$ cat src/rtl/csc_mac_stream_if.sv
// Pixel component stream in, converted triple stream out, plus bank select and resync flag.
// The master side drives beats and downstream ready; the slave side is the converter.
interface csc_mac_stream_if #(
    parameter int DW = 8
);
    logic          mode;
    logic          in_val;
    logic          in_rdy;
    logic          in_sof;
    logic [DW-1:0] in_data;
    logic          out_val;
    logic          out_rdy;
    logic [DW-1:0] out_c0;
    logic [DW-1:0] out_c1;
    logic [DW-1:0] out_c2;
    logic [2:0]    out_sat;
    logic          resync;

    modport master (
        output mode, in_val, in_sof, in_data, out_rdy,
        input  in_rdy, out_val, out_c0, out_c1, out_c2, out_sat, resync
    );

    modport slave (
        input  mode, in_val, in_sof, in_data, out_rdy,
        output in_rdy, out_val, out_c0, out_c1, out_c2, out_sat, resync
    );
endinterface

$ cat src/rtl/csc_mac_stream.sv
// Three-lane MAC colour-space converter over a serial 3-component stream, two coefficient banks.
// Triple valid 1 clock after the third beat; only the third beat stalls, and only while a triple waits.
module csc_mac_stream #(
    parameter int DW   = 8,
    parameter int CW   = 16,
    parameter int FRAC = 13,
    parameter int AW   = 32,
    parameter logic [9*CW-1:0] COEF0 = {16'h0000, 16'h4093, 16'h253f,
                                        16'he5fc, 16'hf37d, 16'h253f,
                                        16'h3312, 16'h0000, 16'h253f},
    parameter logic [3*AW-1:0] OFF0  = {32'hFFDD6248, 32'h0010EF8C, 32'hFFE422CC},
    parameter logic [9*CW-1:0] COEF1 = {16'hFDBA, 16'hF439, 16'h0E0C,
                                        16'h0E0C, 16'hF6B0, 16'hFB44,
                                        16'h0323, 16'h1021, 16'h0839},
    parameter logic [3*AW-1:0] OFF1  = {32'h00101000, 32'h00101000, 32'h00021000}
) (
    input  logic               clk,
    input  logic               reset_n,
    csc_mac_stream_if.slave    bus
);
    localparam logic signed [AW-1:0] MAXV = AW'((1 << DW) - 1);

    logic [1:0]              phase_q, phase_d;
    logic                    mode_q, mode_d;
    logic signed [AW-1:0]    acc_q [3];
    logic signed [AW-1:0]    acc_d [3];
    logic                    out_val_q, out_val_d;
    logic [DW-1:0]           out_q [3];
    logic [DW-1:0]           out_d [3];
    logic [2:0]              sat_q, sat_d;
    logic                    resync_q, resync_d;

    logic                    accept;
    logic                    bank;
    logic [1:0]              eff_phase;
    logic signed [AW-1:0]    din_x;
    logic signed [AW-1:0]    coef_x [3];
    logic signed [AW-1:0]    prod [3];
    logic signed [AW-1:0]    off_x [3];
    logic signed [AW-1:0]    sum [3];
    logic signed [AW-1:0]    res [3];
    logic [DW-1:0]           clamp [3];
    logic [2:0]              clamp_f;

    assign bus.in_rdy = !(phase_q == 2'd2 && out_val_q && !bus.out_rdy);
    assign accept     = bus.in_val && bus.in_rdy;
    // SOF forces the beat into phase 0, so a partial pixel is simply overwritten
    assign eff_phase  = bus.in_sof ? 2'd0 : phase_q;
    assign bank       = (eff_phase == 2'd0) ? bus.mode : mode_q;
    assign din_x      = AW'($signed({1'b0, bus.in_data}));

    always_comb begin
        clamp_f = '0;
        for (int k = 0; k < 3; k++) begin
            coef_x[k] = AW'($signed(bank ? COEF1[(k*3 + int'(eff_phase))*CW +: CW]
                                         : COEF0[(k*3 + int'(eff_phase))*CW +: CW]));
            off_x[k]  = $signed(bank ? OFF1[k*AW +: AW] : OFF0[k*AW +: AW]);
            prod[k]   = din_x * coef_x[k];
            sum[k]    = acc_q[k] + prod[k] + off_x[k];
            res[k]    = sum[k] >>> FRAC;
            clamp[k]  = res[k][DW-1:0];
            if (res[k] < 0) begin
                clamp[k]   = '0;
                clamp_f[k] = 1'b1;
            end else if (res[k] > MAXV) begin
                clamp[k]   = '1;
                clamp_f[k] = 1'b1;
            end
        end
    end

    always_comb begin
        phase_d   = phase_q;
        mode_d    = mode_q;
        acc_d     = acc_q;
        out_val_d = out_val_q && !bus.out_rdy;
        out_d     = out_q;
        sat_d     = sat_q;
        resync_d  = accept && bus.in_sof && (phase_q != 2'd0);
        if (accept) begin
            case (eff_phase)
                2'd0: begin
                    acc_d   = prod;
                    mode_d  = bus.mode;
                    phase_d = 2'd1;
                end
                2'd1: begin
                    for (int k = 0; k < 3; k++) acc_d[k] = acc_q[k] + prod[k];
                    phase_d = 2'd2;
                end
                default: begin
                    phase_d   = 2'd0;
                    out_val_d = 1'b1;
                    out_d     = clamp;
                    sat_d     = clamp_f;
                end
            endcase
        end
    end

    always_ff @(posedge clk) begin
        if (!reset_n) begin
            phase_q   <= 2'd0;
            mode_q    <= 1'b0;
            out_val_q <= 1'b0;
            sat_q     <= '0;
            resync_q  <= 1'b0;
            for (int k = 0; k < 3; k++) begin
                acc_q[k] <= '0;
                out_q[k] <= '0;
            end
        end else begin
            phase_q   <= phase_d;
            mode_q    <= mode_d;
            out_val_q <= out_val_d;
            sat_q     <= sat_d;
            resync_q  <= resync_d;
            for (int k = 0; k < 3; k++) begin
                acc_q[k] <= acc_d[k];
                out_q[k] <= out_d[k];
            end
        end
    end

    assign bus.out_val = out_val_q;
    assign bus.out_c0  = out_q[0];
    assign bus.out_c1  = out_q[1];
    assign bus.out_c2  = out_q[2];
    assign bus.out_sat = sat_q;
    assign bus.resync  = resync_q;
endmodule

$ cat src/flat_wrapper.sv
// flat-port wrapper written by rule: the top's interface ports become plain ports
module csc_mac_stream_flat 
#(
    parameter int DW   = 8,
    parameter int CW   = 16,
    parameter int FRAC = 13,
    parameter int AW   = 32,
    parameter logic [9*CW-1:0] COEF0 = {16'h0000, 16'h4093, 16'h253f,
                                        16'he5fc, 16'hf37d, 16'h253f,
                                        16'h3312, 16'h0000, 16'h253f},
    parameter logic [3*AW-1:0] OFF0  = {32'hFFDD6248, 32'h0010EF8C, 32'hFFE422CC},
    parameter logic [9*CW-1:0] COEF1 = {16'hFDBA, 16'hF439, 16'h0E0C,
                                        16'h0E0C, 16'hF6B0, 16'hFB44,
                                        16'h0323, 16'h1021, 16'h0839},
    parameter logic [3*AW-1:0] OFF1  = {32'h00101000, 32'h00101000, 32'h00021000}
)
  (clk, reset_n, bus_mode, bus_in_val, bus_in_sof, bus_in_data, bus_out_rdy, bus_in_rdy, bus_out_val, bus_out_c0, bus_out_c1, bus_out_c2, bus_out_sat, bus_resync);
  csc_mac_stream_if #(.DW(DW)) bus_i ();
  input  logic clk;
  input  logic reset_n;
  input wire logic [$bits(bus_i.mode)-1:0] bus_mode;
  input wire logic [$bits(bus_i.in_val)-1:0] bus_in_val;
  input wire logic [$bits(bus_i.in_sof)-1:0] bus_in_sof;
  input wire logic [$bits(bus_i.in_data)-1:0] bus_in_data;
  input wire logic [$bits(bus_i.out_rdy)-1:0] bus_out_rdy;
  output wire logic [$bits(bus_i.in_rdy)-1:0] bus_in_rdy;
  output wire logic [$bits(bus_i.out_val)-1:0] bus_out_val;
  output wire logic [$bits(bus_i.out_c0)-1:0] bus_out_c0;
  output wire logic [$bits(bus_i.out_c1)-1:0] bus_out_c1;
  output wire logic [$bits(bus_i.out_c2)-1:0] bus_out_c2;
  output wire logic [$bits(bus_i.out_sat)-1:0] bus_out_sat;
  output wire logic [$bits(bus_i.resync)-1:0] bus_resync;
  assign bus_i.mode = bus_mode;
  assign bus_i.in_val = bus_in_val;
  assign bus_i.in_sof = bus_in_sof;
  assign bus_i.in_data = bus_in_data;
  assign bus_i.out_rdy = bus_out_rdy;
  assign bus_in_rdy = bus_i.in_rdy;
  assign bus_out_val = bus_i.out_val;
  assign bus_out_c0 = bus_i.out_c0;
  assign bus_out_c1 = bus_i.out_c1;
  assign bus_out_c2 = bus_i.out_c2;
  assign bus_out_sat = bus_i.out_sat;
  assign bus_resync = bus_i.resync;
  csc_mac_stream #(.DW(DW), .CW(CW), .FRAC(FRAC), .AW(AW), .COEF0(COEF0), .OFF0(OFF0), .COEF1(COEF1), .OFF1(OFF1)) u_core (.clk(clk), .reset_n(reset_n), .bus(bus_i));
endmodule
$ cat config.mk
export PLATFORM = sky130hd
export DESIGN_NAME = csc_mac_stream_flat
export DESIGN_NICKNAME = d
export VERILOG_FILES = /design/src/rtl/csc_mac_stream_if.sv /design/src/rtl/csc_mac_stream.sv /design/src/flat_wrapper.sv
export SDC_FILE = /design/constraint.sdc
export NUM_CORES = 1
export LEC_CHECK = 0
export ABC_AREA = 1
export CORE_ASPECT_RATIO = 1.25
export CORE_UTILIZATION = 40
export CTS_BUF_LIST = sky130_fd_sc_hd__clkbuf_4 sky130_fd_sc_hd__clkbuf_8 sky130_fd_sc_hd__clkbuf_16
export DETAILED_ROUTE_END_ITERATION = 8
export DONT_BUFFER_PORTS = 1
export PLACE_DENSITY = 0.58
export SLEW_MARGIN = 10
export SYNTH_ARGS = -nofsm -noshare
export SYNTH_HDL_FRONTEND = slang
export SYNTH_SLANG_ARGS = --single-unit
export TNS_END_PERCENT = 5
$ cat constraint.sdc
create_clock -name clk -period 23.8 [get_ports clk]
set_input_delay 1.19 -clock clk [delete_from_list [all_inputs] [get_ports clk]]
set_output_delay 1.19 -clock clk [all_outputs]
set_load 0.005 [all_outputs]
==> results of run 1 <==
[cell families after synthesis]
logic type / after synthesis / share of synthesized area, %
xor+xnor: 138 / 4.44
flops: 128 / 9.14
fa+ha+maj: 595 / 34.2
compound gates: 615 / 12.6
buf+inv: 950 / 12.7
simple gates: 1777 / 26.9
[area by class of cell]
type                            count  area, um2
Clock buffer                       20        460
Tap cell                          935       1170
Clock inverter                     12        159
Multi-Input combinational cell   3125      21900
Fill cell                        7414      39700
Antenna cell                        1       2.50
Inverter                          869       3270
Timing Repair Buffer               14        105
Sequential cell                   128       2560
[layer usage]
metal  vias to the layer above  global-route usage (%)  wire length [um]  part of all wire, %
met5                         -                       0                 0                    0
met3                       145                    2.40              3800                  4.5
li1                      13100                       -                 -                    -
met4                         0                    9.69              3040                  3.6
met1                     12300                    31.2             37400                   44
met2                       645                    42.1             41000                   48
[final timing paths]
path                      from                    to  slack (ns)  depth (start not counted)
max                 bus_in_sof  u_core.bus.out_c0[2]       12.26                         48
min           u_core.acc_q[13]      u_core.acc_q[13]        0.47                          2
max reg2reg  u_core.phase_q[1]  u_core.bus.out_c0[2]       12.59                         47
min reg2reg   u_core.acc_q[13]      u_core.acc_q[13]        0.47                          2
[sequential cells by signal (all words and copies together), names as in the netlist]
register            cells
u_core.acc_q           96
u_core.bus.out_c0       8
u_core.bus.out_c1       8
u_core.bus.out_c2       8
u_core.bus.out_sat      3
u_core.phase_q          2
u_core.bus.out_val      1
u_core.bus.resync       1
u_core.mode_q           1
[worst register-to-register path, delay by kind of cell, from the launching register on]
kind | cells | cell delay (ns)
fa+ha+maj | 8 | 3.39
compound gates | 13 | 2.98
simple gates | 18 | 2.61
buf+inv | 6 | 0.92
xor+xnor | 2 | 0.69
flops | 1 | 0.48
[through the flow]
step	setup slack, ns	hold slack, ns	instances	utilization [%]
floorplan	13.56	0.449	4203	-
global placement	12.17	0.457	5071	41.9
detailed placement	11.90	0.460	5071	41.9
CTS	12.37	0.471	5103	42.8
global route	11.32	0.494	5104	42.8
finish	12.26	0.472	5104	42.8
[layout by cell type (no fill, tap or decap), types with 5 or more instances in the layout]
cell type and count:
nand3_1 178, o21a_1 9, or2_2 7, dfxtp_1 128, nand2_1 997, o21bai_1 29, a21oi_2 7, a21boi_1 7
o211ai_1 41, xnor2_1 58, a21oi_1 296, nand4_1 56, fa_1 285, a31oi_1 33, o21ai_0 128, buf_4 14
a21boi_0 7, xor2_1 75, a21o_1 11, o31ai_1 5, inv_2 18, nand3_2 11, ha_1 310, nor2_4 7
clkbuf_16 17, nor2_2 18, nand2_4 7, clkinv_1 5, inv_1 844, o21ai_1 18, nor3_1 27, nand3b_1 13
nand2_2 38, nor2_1 399
==> summary.txt, run 1 <==
Run status
  – Status: completed

Synth
  – Share of flip-flops with an asynchronous set or reset after synthesis: 0%
  – List of most frequent post-synthesis cells: nand2_1, inv_1, nor2_1, ha_1, a21oi_1
  – Synthesized cell area: 28000 um2
  – Number of synthesized flops with an enable pin: 0
  – Yosys cell types: 65
  – Share of the synthesized area in the top cell type: 20.3%
  – #FFs+latches synth: 128
  – Number of warnings issued by yosys: 0
  – Share of synthesized area occupied by flip-flops and latches: 9.14%
  – Instance count of the mapped netlist: 4203
  – Primary flip-flop cell chosen by synthesis mapping: dfxtp_1
  – Avg Synthesized Cell Area: 6.67 um2
  – Leading area contributor after synthesis: fa_1
  – Syn Nets: 4812
  – Synth top area cells: fa_1, ha_1, nand2_1, inv_1, dfxtp_1
  – Most repeated cell in the gate-level netlist after synthesis: nand2_1

CTS
  – Post-CTS setup buffers: 0
  – Num CTS Buffers: 17
  – Number of cells upsized or downsized after cts: 0
  – H-tree Lvls: 4
  – Clock-pin transition on the worst setup and hold timing paths: 0.06 ns
  – TritonCTS clock tree: done
  – CTS Root Buffer Type: clkbuf_16
  – Maximum clock insertion buffer count: 2
  – Total number of clock tree sinks: 128
  – Source-to-sink clock delay at the later pin of the worst-skew pair: 0.46 ns
  – CTS Hold Bufs: 0

Drt
  – Drt total wl: 85.2 mm
  – Vias per std cell: 5.12
  – Drt drc: 0
  – Initial detailed-routing violation count: 1477
  – Wire per inst: 16.7 um
  – Count of antenna-violating nets left after detailed routing: 0
  – Via count of the routed design: 26100
  – Drt pass-1 iters: 6

Die
  – Initial core utilization: 40.4%
  – Core Region: 69300 um2
  – Die footprint: 71200 um2
  – Number of primary I/O pins: 44
  – Row Count: 108
  – Horizontal extent of the die: 239 um
  – Vertical die dimension: 298 um

Timing
  – Total Negative Setup Slacks: 0 ns
  – Tightest Pin Transition: 1.05 ns
  – Crit path time final: 11.54 ns
  – Worst relative slew slack: 29.1%
  – Setup repair after global routing missed its margin: no
  – Final setup violation count: 0
  – Final period util: 48.5%
  – Number of pins exceeding their max-slew limit in the final report: 0
  – Clock tree skew after final layout: 0.0180 ns
  – Max frequency: 0.0866 GHz
  – Total count of hold-check failures in the final report: 0

Final layout
  – Number of nets in the finished design: 4764
  – Cell area after layout: 29600 um2
  – Syn-to-layout area delta: 5.73%
  – Share of final-layout standard cells stronger than drive strength 1: 4.41%

Critical path
  – WS Path Type: in -> reg
  – Startpoint type of the worst setup path: input pin
  – Category of the worst setup path capture point: flop
  – Max FO, Critical Path: 51
  – Cell class contributing the biggest share of worst-path delay: adder cells
  – Cell type of the slowest stage on the worst timing path: fa_1
  – Worst path max stage delay: 0.55 ns
  – Required time of the critical path: 24.10 ns
  – Data arrival time of the critical path: 11.84 ns
  – Most used cell along the critical path: nand2_1
  – CP Buf/Inv Count: 7

Global route
  – Initial antenna violation count: 2
  – Maximum number of pins on one net before global-route repair: 70
  – Vias in the first global route: 26100
  – First-pass GRT wire length: 138 mm
  – Overall Global Routing Usage: 24.4%
  – Remaining global-route overflow: 0

Placed design
  – Final weighted congestion of routability-driven global placement: 0.933
  – I/O Buffers: 0
  – Post-Place Cell Area: 29000 um2
  – Post-detailed-placement half-perimeter wirelength: 70.6 mm

Job
  – Max-capacitance violation count: 0

Worst hold path
  – HP Class: reg -> reg
Power of run 1 is left out: the tool's default activity adds up to more than one toggle a clock period on the data nets, which glitch-free logic cannot reach.
==> run 2: changes to the inputs <==
Settings changed: ABC_AREA 1 to 0.
Clock period 23.8 ns to 12 ns, I/O delays scaled along.
==> run 2 against run 1 <==
  * Critical path depth fell by 2
  * Worst setup slack got worse by 11 ns
  * Flip-flop and latch count did not move
  * Global-route usage fell by 2.1 points
  * Sequential share of layout area rose by 0.83 points
  * Non-clock buffer count rose by 15
  * Largest cell class unchanged
  * Via count fell by 16%
  * Critical endpoint is now u_core.bus.out_c0[1]
  * Register-to-register slack got worse by 12 ns
  * Clock-buffer cell count did not move
  * Critical path type is now reg -> reg
  * Die area fell by 8.5%
  * Clock skew rose by 0.0025 ns
==> summary.txt, run 2 <==
Timing
  – Crit path time final: 11.02 ns
  – Clock tree skew after final layout: 0.0205 ns (+0.00253 ns)
  – Number of pins exceeding their max-slew limit in the final report: 0 (unchanged)
  – Total Negative Setup Slacks: 0 ns (unchanged)
  – Max frequency: 0.0908 GHz
  – Tightest Pin Transition: 1.12 ns (+0.0641 ns)
  – Worst relative slew slack: 24.9% (-4.2 points)
  – Final period util: 91.8%
  – Setup repair after global routing missed its margin: no
  – Final setup violation count: 0 (unchanged)
  – Total count of hold-check failures in the final report: 0 (unchanged)

Synth
  – Avg Synthesized Cell Area: 7.95 um2 (+19%)
  – Syn Nets: 3834 (-20%)
  – Share of the synthesized area in the top cell type: 22.2% (+1.9 points)
  – Instance count of the mapped netlist: 3225 (-23%)
  – Number of synthesized flops with an enable pin: 0 (unchanged)
  – Number of warnings issued by yosys: 0 (unchanged)
  – Synth top area cells: fa_1, ha_1, dfxtp_1, inv_1, nand2_1
  – #FFs+latches synth: 128 (unchanged)
  – Primary flip-flop cell chosen by synthesis mapping: dfxtp_1
  – Yosys cell types: 97 (+49%)
  – Synthesized cell area: 25600 um2 (-8.5%)
  – Share of synthesized area occupied by flip-flops and latches: 9.99% (+0.85 points)
  – Most repeated cell in the gate-level netlist after synthesis: inv_1
  – Share of flip-flops with an asynchronous set or reset after synthesis: 0% (unchanged)
  – List of most frequent post-synthesis cells: inv_1, nand2_1, ha_1, fa_1, nor2_1
  – Leading area contributor after synthesis: fa_1

Worst hold path
  – Startpoint of the worst hold path: bus_in_val
  – HP Class: in -> reg

Critical path
  – Critical Path Source: u_core.phase_q[1]
  – Reg-to-Reg Start: u_core.phase_q[1]
  – Category of the worst setup path capture point: flop
  – Required time of the critical path: 12.33 ns (-11.77 ns)
  – Startpoint type of the worst setup path: flop
  – Worst path max stage delay: 0.48 ns (-0.07 ns)
  – Cell type of the slowest stage on the worst timing path: fa_1
  – Data arrival time of the critical path: 11.34 ns (-0.50 ns)
  – WS Path Type: reg -> reg
  – Most used cell along the critical path: ha_1
  – Max FO, Critical Path: 9 (-82%)

Global route
  – First-pass GRT wire length: 117 mm (-15%)
  – Remaining global-route overflow: 0 (unchanged)
  – Vias in the first global route: 22300 (-15%)
  – Maximum number of pins on one net before global-route repair: 85 (+21%)
  – Overall Global Routing Usage: 22.3% (-2.1 points)
  – Initial antenna violation count: 3 (+1)

CTS
  – Num CTS Buffers: 17 (unchanged)
  – H-tree Lvls: 4 (unchanged)
  – Post-CTS setup buffers: 0 (unchanged)
  – Source-to-sink clock delay at the later pin of the worst-skew pair: 0.45 ns (about the same)
  – Clock-pin transition on the worst setup and hold timing paths: 0.06 ns (about the same)
  – Total number of clock tree sinks: 128 (unchanged)
  – Maximum clock insertion buffer count: 2 (unchanged)
  – CTS Root Buffer Type: clkbuf_16
  – TritonCTS clock tree: done

Die
  – Horizontal extent of the die: 228 um (-4.3%)
  – Row Count: 103 (-4.6%)
  – Number of primary I/O pins: 44 (unchanged)
  – Initial core utilization: 40.5% (+0.081 points)
  – Core Region: 63300 um2 (-8.7%)
  – Vertical die dimension: 285 um (-4.3%)
  – Die footprint: 65100 um2 (-8.5%)

Drt
  – Vias per std cell: 5.49 (+7.1%)
  – Drt pass-1 iters: 5 (-1)
  – Drt drc: 0 (unchanged)
  – Wire per inst: 17.9 um (+7.1%)
  – Met1 Routed Length: 30.9 mm (-17%)
  – Via count of the routed design: 22000 (-16%)
  – Count of antenna-violating nets left after detailed routing: 0 (unchanged)
  – Met3 Routed Length: 3.20 mm (-16%)
  – Highest metal layer with signal wires: met5
  – Initial detailed-routing violation count: 1159 (-22%)
  – WL met2: 35.1 mm (-14%)
  – Drt total wl: 71.7 mm (-16%)

Final layout
  – Share of final-layout standard cells stronger than drive strength 1: 4.01% (-0.40 points)
  – Cell area after layout: 27100 um2 (-8.6%)
  – Diodes inserted: 0 (-1)
  – Max reg flops: 96 (unchanged)
  – Syn-to-layout area delta: 5.62%
  – Number of nets in the finished design: 3763 (-21%)
  – Register with the most flip-flops: u_core.acc_q
  – Leading cell type in the layout, fill and taps excluded: inv_1
  – FILL cells: 6347 (-14%)
  – Most frequent cells in the layout: inv_1, nand2_1, ha_1

Placed design
  – Post-detailed-placement half-perimeter wirelength: 57.2 mm (-19%)
  – Post-Place Cell Area: 26500 um2 (-8.7%)
  – I/O Buffers: 0 (unchanged)
  – Final weighted congestion of routability-driven global placement: 0.945 (+1.3%)

Run status
  – Status: completed

Job
  – Max-capacitance violation count: 0 (unchanged)
[run 2: changes by cell type after synthesis, moves of 93 or more]
cell,previous run,this run
nand2_1,997,332
inv_1,845,487
nand3_1,178,68
a21oi_1,296,202
and2_1,3,96
nor2_1,401,241
[run 2: metrics by stage]
| stage | cells | setup slack (ns) | util, % | hold slack (ns) |
|---|---|---|---|---|
| after floorplan | 3225 | 0.718 | - | 0.436 |
| after global placement | 3975 | 0.729 | 41.9 | 0.449 |
| after detailed placement | 3975 | 0.687 | 41.9 | 0.453 |
| after CTS | 4006 | 0.732 | 42.8 | 0.228 |
| after global routing | 4006 | 0.102 | 42.8 | 0.237 |
| final | 4006 | 0.984 | 42.8 | 0.249 |
[run 2: cells by family after synthesis]
family / share of synthesized area (%)
AO/OA/AOI/OAI: 18.8
multiplexers: 0.615
AND/OR/NAND/NOR: 18.6
adder cells (fa/ha/maj): 37.4
flip-flops: 9.99
buffers and inverters: 8.90
XOR/XNOR: 5.69
[run 2: final timing paths]
| check | to | slack [ns] | cells after the start |
|---|---|---|---|
| min | u_core.phase_q[1] | 0.25 | 1 |
| max reg2reg | u_core.bus.out_c0[1] | 0.98 | 46 |
| min reg2reg | u_core.acc_q[37] | 0.46 | 2 |
| max | u_core.bus.out_c0[1] | 0.98 | 46 |
[run 2: repair_timing]
item                                    CTS  global route
gates resized for setup                   0             5
hold buffers                              0             0
endpoints found under the setup margin    0            16
[run 2: per-layer routing]
| metal | up-vias | track usage [%] |
|---|---|---|
| li1 | 10700 | - |
| met1 | 10700 | 27.6 |
| met2 | 470 | 39.4 |
| met3 | 115 | 2.96 |
| met4 | 2 | 8.34 |
| met5 | - | 0 |
[run 2: area by class of cell]
type | count | area, um2 | area share (%)
multi-input cells | 2491 | 20800 | 76.9
flip-flops and latches | 128 | 2560 | 9.47
inverters | 487 | 1830 | 6.75
well taps | 840 | 1050 | 3.88
clock buffers | 20 | 454 | 1.68
repair buffers | 29 | 218 | 0.804
clock inverters | 11 | 140 | 0.517
[run 2: critical path: cells and delay by family, from the launching register on]
kind                       cells  cell delay, ns
AOI/OAI and AO/OA             19            4.34
xor gates and xnor gates       2            0.41
adders and majority gates      9            3.01
buffers and inverters          5            0.47
DFF                            1            0.38
muxes                          1            0.31
and+or+nand+nor               10            1.95
Power of run 2 is left out for the same reason.
